[src/rtl/rvvi_seq_pkg.sv]
// Shared types and helpers for the RVVI retire sequencer.
// Default entry shape matches a 32-bit instruction and 64-bit PC.
package rvvi_seq_pkg;

    localparam int ENTRY_ILEN = 32;
    localparam int ENTRY_XLEN = 64;

    localparam logic [15:0] DROP_SAT = 16'hFFFF;

    typedef struct packed {
        logic [ENTRY_ILEN-1:0] insn;
        logic [ENTRY_XLEN-1:0] pc;
        logic                  trap;
    } retire_entry_t;

    function automatic int hart_w(input int nhart);
        return (nhart > 1) ? $clog2(nhart) : 1;
    endfunction

    function automatic int entry_w(input int ilen, input int xlen);
        return ilen + xlen + 1;
    endfunction

endpackage

[src/rtl/rvvi_hart_fifo.sv]
// Per-hart show-ahead FIFO: up to RETIRE compacted writes per cycle, one read.
// A group that does not fit in the free space (sampled before the read) is dropped whole.
module rvvi_hart_fifo #(
    parameter  int RETIRE = 1,
    parameter  int DEPTH  = 16,
    parameter  int W      = 97,
    localparam int PTR_W  = $clog2(DEPTH),
    localparam int CNT_W  = $clog2(DEPTH) + 1
) (
    input  logic                clk,
    input  logic                reset,
    input  logic [RETIRE-1:0]   i_wr_vld,
    input  logic [RETIRE*W-1:0] i_wr_dat,
    input  logic                i_rd_en,
    output logic [W-1:0]        o_rd_dat,
    output logic                o_empty,
    output logic [CNT_W-1:0]    o_count,
    output logic                o_drop,
    output logic [CNT_W-1:0]    o_drop_n
);

    logic [W-1:0]     r_mem [DEPTH];
    logic [PTR_W-1:0] r_wr_ptr;
    logic [PTR_W-1:0] r_rd_ptr;
    logic [CNT_W-1:0] r_count;
    logic [CNT_W-1:0] w_n;
    logic [CNT_W-1:0] w_free;
    logic [PTR_W-1:0] w_addr [RETIRE];
    logic             w_accept;

    // Each valid slot lands at write pointer + number of valid slots below it.
    always_comb begin
        w_n = '0;
        for (int r = 0; r < RETIRE; r++) begin
            w_addr[r] = r_wr_ptr + w_n[PTR_W-1:0];
            w_n       = w_n + CNT_W'(i_wr_vld[r]);
        end
    end

    assign w_free   = CNT_W'(DEPTH) - r_count;
    assign w_accept = (w_free >= w_n);
    assign o_drop   = !w_accept;
    assign o_drop_n = w_accept ? '0 : w_n;
    assign o_rd_dat = r_mem[r_rd_ptr];
    assign o_empty  = (r_count == '0);
    assign o_count  = r_count;

    always_ff @(posedge clk) begin
        if (w_accept) begin
            for (int r = 0; r < RETIRE; r++) begin
                if (i_wr_vld[r]) begin
                    r_mem[w_addr[r]] <= i_wr_dat[r*W +: W];
                end
            end
        end
    end

    always_ff @(posedge clk) begin
        if (reset) begin
            r_wr_ptr <= '0;
            r_rd_ptr <= '0;
            r_count  <= '0;
        end else begin
            if (w_accept) begin
                r_wr_ptr <= r_wr_ptr + w_n[PTR_W-1:0];
            end
            if (i_rd_en) begin
                r_rd_ptr <= r_rd_ptr + PTR_W'(1);
            end
            r_count <= r_count + (w_accept ? w_n : '0) - CNT_W'(i_rd_en);
        end
    end

endmodule

[src/rtl/rvvi_retire_sequencer.sv]
// Serialises multi-hart, multi-slot RVVI retirements into one entry per cycle.
// Entries appear one cycle after capture; a stalled grant is frozen until accepted.
module rvvi_retire_sequencer
    import rvvi_seq_pkg::*;
#(
    parameter  int NHART  = 1,
    parameter  int RETIRE = 1,
    parameter  int XLEN   = 64,
    parameter  int ILEN   = 32,
    parameter  int DEPTH  = 16,
    localparam int HW     = hart_w(NHART)
) (
    input  logic                          clk,
    input  logic                          reset,
    input  logic [NHART*RETIRE-1:0]       valid_i,
    input  logic [NHART*RETIRE*ILEN-1:0]  insn_i,
    input  logic [NHART*RETIRE*XLEN-1:0]  pc_i,
    input  logic [NHART*RETIRE-1:0]       trap_i,
    output logic                          out_valid,
    input  logic                          out_ready,
    output logic [HW-1:0]                 out_hart,
    output logic [ILEN-1:0]               out_insn,
    output logic [XLEN-1:0]               out_pc,
    output logic                          out_trap,
    output logic [31:0]                   out_seq,
    output logic                          overflow,
    output logic [15:0]                   drop_count
);

    localparam int EW    = entry_w(ILEN, XLEN);
    localparam int CNT_W = $clog2(DEPTH) + 1;

    typedef struct packed {
        logic [ILEN-1:0] insn;
        logic [XLEN-1:0] pc;
        logic            trap;
    } entry_t;

    logic [RETIRE*EW-1:0] w_wr_dat  [NHART];
    logic [EW-1:0]        w_rd_dat  [NHART];
    logic [CNT_W-1:0]     w_count   [NHART];
    logic [CNT_W-1:0]     w_drop_n  [NHART];
    logic [NHART-1:0]     w_empty;
    logic [NHART-1:0]     w_drop;
    logic [NHART-1:0]     w_pop;
    logic [NHART-1:0]     w_busy;
    logic [HW-1:0]        w_grant;
    logic                 w_fire;
    entry_t               w_head;
    logic [31:0]          w_drop_sum;
    logic [31:0]          w_drop_next;

    logic [HW-1:0]        r_rr;
    logic                 r_hold;
    logic [HW-1:0]        r_hold_hart;
    logic [31:0]          r_seq;
    logic                 r_ovf;
    logic [15:0]          r_drop;

    always_comb begin
        for (int h = 0; h < NHART; h++) begin
            for (int r = 0; r < RETIRE; r++) begin
                w_wr_dat[h][r*EW +: EW] = {insn_i[(h*RETIRE+r)*ILEN +: ILEN],
                                           pc_i[(h*RETIRE+r)*XLEN +: XLEN],
                                           trap_i[h*RETIRE+r]};
            end
        end
    end

    for (genvar h = 0; h < NHART; h++) begin : g_hart
        rvvi_hart_fifo #(
            .RETIRE (RETIRE),
            .DEPTH  (DEPTH),
            .W      (EW)
        ) u_fifo (
            .clk      (clk),
            .reset    (reset),
            .i_wr_vld (valid_i[h*RETIRE +: RETIRE]),
            .i_wr_dat (w_wr_dat[h]),
            .i_rd_en  (w_pop[h]),
            .o_rd_dat (w_rd_dat[h]),
            .o_empty  (w_empty[h]),
            .o_count  (w_count[h]),
            .o_drop   (w_drop[h]),
            .o_drop_n (w_drop_n[h])
        );
        assign w_busy[h] = (w_count[h] != '0);
        assign w_pop[h]  = w_fire && (w_grant == HW'(h));
    end

    // Round-robin search from r_rr; a stalled grant overrides so the head cannot change.
    always_comb begin
        logic [HW-1:0] idx;
        logic          found;
        w_grant = r_rr;
        found   = 1'b0;
        for (int i = 0; i < NHART; i++) begin
            idx = HW'((int'(r_rr) + i) % NHART);
            if (!found && !w_empty[idx]) begin
                w_grant = idx;
                found   = 1'b1;
            end
        end
        if (r_hold) begin
            w_grant = r_hold_hart;
        end
    end

    always_comb begin
        w_drop_sum = '0;
        for (int h = 0; h < NHART; h++) begin
            w_drop_sum = w_drop_sum + 32'(w_drop_n[h]);
        end
        w_drop_next = 32'(r_drop) + w_drop_sum;
    end

    assign out_valid  = |w_busy;
    assign w_fire     = out_valid && out_ready;
    assign w_head     = entry_t'(w_rd_dat[w_grant]);
    assign out_hart   = w_grant;
    assign out_insn   = w_head.insn;
    assign out_pc     = w_head.pc;
    assign out_trap   = w_head.trap;
    assign out_seq    = r_seq;
    assign overflow   = r_ovf;
    assign drop_count = r_drop;

    always_ff @(posedge clk) begin
        if (reset) begin
            r_rr        <= '0;
            r_hold      <= 1'b0;
            r_hold_hart <= '0;
            r_seq       <= '0;
            r_ovf       <= 1'b0;
            r_drop      <= '0;
        end else begin
            r_hold      <= out_valid && !out_ready;
            r_hold_hart <= w_grant;
            if (w_fire) begin
                r_rr  <= HW'((int'(w_grant) + 1) % NHART);
                r_seq <= r_seq + 32'd1;
            end
            if (|w_drop) begin
                r_ovf <= 1'b1;
            end
            r_drop <= (w_drop_next > 32'(DROP_SAT)) ? DROP_SAT : w_drop_next[15:0];
        end
    end

endmodule

[config.mk]
export PLATFORM = sky130hd
export DESIGN_NAME = rvvi_retire_sequencer
export DESIGN_NICKNAME = d
export VERILOG_FILES = /design/src/rtl/rvvi_seq_pkg.sv /design/src/rtl/rvvi_hart_fifo.sv /design/src/rtl/rvvi_retire_sequencer.sv
export SDC_FILE = /design/constraint.sdc
export NUM_CORES = 1
export LEC_CHECK = 0
export ABC_AREA = 1
export CAP_MARGIN = 20
export CELL_PAD_IN_SITES_DETAIL_PLACEMENT = 1
export CELL_PAD_IN_SITES_GLOBAL_PLACEMENT = 1
export CORE_MARGIN = 1.5
export CORE_UTILIZATION = 29
export DETAILED_ROUTE_END_ITERATION = 7
export PLACE_DENSITY_LB_ADDON = 0.1
export SLEW_MARGIN = 20
export SYNTH_ARGS = -nofsm -noshare
export SYNTH_HDL_FRONTEND = slang
export SYNTH_SLANG_ARGS = --single-unit
[constraint.sdc]
create_clock -name clk -period 11.3 [get_ports clk]
set_clock_uncertainty 0.1 [all_clocks]
set_input_delay 1.695 -clock clk [delete_from_list [all_inputs] [get_ports clk]]
set_output_delay 1.695 -clock clk [all_outputs]
set_load 0.01 [all_outputs]
==> results.txt <==
Hold Crit Start: r_hold_hart
Die height: 485 um
Worst path cell trace: buf_12 -> buf_4 -> o211ai_1 -> nand3_1 -> nand3_1 -> nand2_1 -> clkdlybuf4s50_1
Detailed Routing Iterations Pass 1: 5
Slowest library cell on the worst path: dfxtp_4
CP arrival: 4710 ps
Maximum vdd drop: 0.147 mV
Starting Density: 29.2%
Vias: 41.1k
Worst r2r src: g_hart[0].u_fifo.o_count[1]
Post-synthesis sequential area ratio: 71.2%
Clk buf depth: 3
Io pins: 249
H-tree depth: 4
Final Util: 33.9%
Top-area cell type share of the netlist area: 69.2%
Total power: 16.1 mW
Final WL: 194 mm
Clock root buffer: clkbuf_16
Mapped Cells: 5400
Tcrit/Tclk final: 57.5%
Gr usage total: 16.4%
Post-CTS sizing: 0
R2R cell count: 13
Setup violation total in the final timing report: 0
Mapped Nets: 5518
Setup crit end kind: output pin
Largest net degree at the start of global routing: 212
Clock sinks: 1620
Synth top cells by count: 1552 x edfxtp_1, 842 x inv_1, 620 x nand3_1
Total gr overflow: 0
Max Slew Vio Count: 0
Top cell by count, worst path: nand3_1
Core area: 230000 um2
TNS Setup: 0 ps
Crit path required time: 9510 ps
Layout cells sized above 1: 7.79%
# nets final: 5683
Dpl cells: 8397
Hold/Removal Path Class: register to register
DPL Wire Length: 96.2 mm
Async SR Flop Fraction: 0%
CTS tree: built
Max_cap viols: 0
Num CTS Buffers: 192
Vias in the first global route: 42.3k
Final hold viol count: 0
Power per Cell Area: 206 nW/um2
Clock latency on the worst-skew pair: 820 ps
CTS Hold Bufs: 0
Count leader, synth: edfxtp_1
CP Class: register to output pin
Wirelength per Cell: 22.2 um
Status: complete, no violations
Post-synth top area cell: edfxtp_1
Routed Antenna Nets: 0
Gpl congestion: 0.697
Port Buffer Count: 248
Largest fanout on the critical path: 183
P_leak: 27.0 nW
Mapped cell area: 67300 um2
P&R area growth vs syn: 16.1%
Final std cells w/o fill: 8753
Netlist cell types: 40
Post-synth EDFFs: 1552
Vias/cell: 4.69
Initial DRC Count: 2229
Fmax: 0.154 GHz
Initial antenna violation count: 19
Slowest stage delay, CP: 870 ps
Synthesized flop and latch total: 1620
RSZ-0062 raised after global routing: no
Mapped Avg Cell Area: 12.5 um2
Max-slew headroom: 8.54%
Hold depth: 2
Top post-synthesis cells by area: edfxtp_1 69%, inv_1 4.7%, nand3_1 4.6%
# DRC: 0
Setup crit start kind: register
# rows: 176
Synth Warn #: 0
Slew @ Worst Pin: 1370 ps
Die footprint: 235000 um2
First-pass GRT wire length: 290 mm
Final min period: 6500 ps
DIE WIDTH: 485 um
Setup repair bufs after CTS: 0
Worst-path clk slew: 60 ps
Top_reg_cell synth: edfxtp_1
==> flip-flops by register name, summed over array words and instances, names as in the netlist, named ones only <==
register,flops
drop_count,16
overflow,1
out_seq,32
g_hart.u_fifo.r_wr_ptr,4
r_hold_hart,1
g_hart.u_fifo.r_mem,1552
g_hart.u_fifo.r_rd_ptr,4
g_hart.u_fifo.o_count,5
r_hold,1
==> layer usage <==
layer / up-vias / wire (um) / GRT usage, %
li1: 19466 / - / -
met1: 20852 / 92600 / 22.7
met2: 491 / 91300 / 26.8
met3: 251 / 6280 / 2.67
met4: 10 / 3920 / 3.91
met5: - / 52 / 0
==> layout by cell type, fill, tap and decap left out, types with 2 or more instances in the layout <==
cell type           n
a21oi_1           413
a21oi_2             4
buf_12             19
buf_4              33
bufinv_16          10
clkbuf_1           62
clkbuf_16         195
clkbuf_8            3
clkdlybuf4s50_1   248
clkinv_1           41
clkinv_16           4
clkinv_2           27
dfxtp_1            64
dfxtp_4             4
diode_2             5
edfxtp_1         1552
ha_1               16
inv_1             842
inv_16              4
inv_2               6
inv_6               3
inv_8               2
nand2_1           577
nand2_2             7
nand3_1           620
nand3_2             2
nand4_1            15
nor2_1             89
nor2_2              7
nor2_4             18
nor3_1              8
o211ai_1          293
o211ai_2           95
o21ai_0           223
o21ai_1           182
xnor2_1             7
xor2_1             14
==> path summary, 6_finish.rpt <==
check                                                endpoint  slack, ps
worst max-delay path                             out_insn[11]       4800
worst min-delay path                              r_hold_hart        350
worst max register to register  g_hart[0].u_fifo.r_mem[2][68]       6840
worst min register to register                    r_hold_hart        350
==> per-stage QoR <==
stage | setup slack, ps | hold WS [ps] | area, um2
2_1_floorplan | 3970 | 318 | 67300
3_3_place_gp | 5290 | 327 | 72100
3_5_place_dp | 5280 | 347 | 72100
4_1_cts | 4650 | 356 | 78100
5_1_grt | 4410 | 398 | 78100
6_report | 4800 | 348 | 78200
==> cell families (layout without fill, tap and decap cells) <==
group / Yosys count / after routing / share of synthesized area [%]
AOI/OAI and AO/OA: 1215 / 1215 / 11.2
xor gates and xnor gates: 21 / 21 / 0.273
adders and majority gates: 17 / 17 / 0.327
buffers and inverters: 1180 / 1502 / 8.10
DFF: 1620 / 1620 / 71.2
other: 0 / 5 / 0
and+or+nand+nor: 1347 / 1347 / 8.84
==> power by group <==
part | internal (mW) | total, mW | switching (mW)
combinational | 1.11 | 3.26 | 2.14
sequential | 6.80 | 6.89 | 0.0915
clock | 3.43 | 5.96 | 2.54
==> area by class of cell <==
| cell class | count | area, um2 |
|---|---|---|
| inverter | 850 | 3210 |
| fill | 24577 | 152000 |
| sequential | 1620 | 48000 |
| clock inverter | 91 | 841 |
| antenna | 5 | 12.5 |
| clock buffer | 260 | 5150 |
| multi-input combinational | 2600 | 14000 |
| timing repair buffer | 301 | 3140 |
| tap | 3026 | 3790 |
==> worst max-delay path: cells and delay by family (launching register included) <==
| family | cells | cell delay (ps) |
|---|---|---|
| buffers and inverters | 3 | 2020 |
| flip-flops | 1 | 870 |
| AO/OA/AOI/OAI | 1 | 200 |
| AND/OR/NAND/NOR | 3 | 440 |
Power figures use the tool's default switching activity.
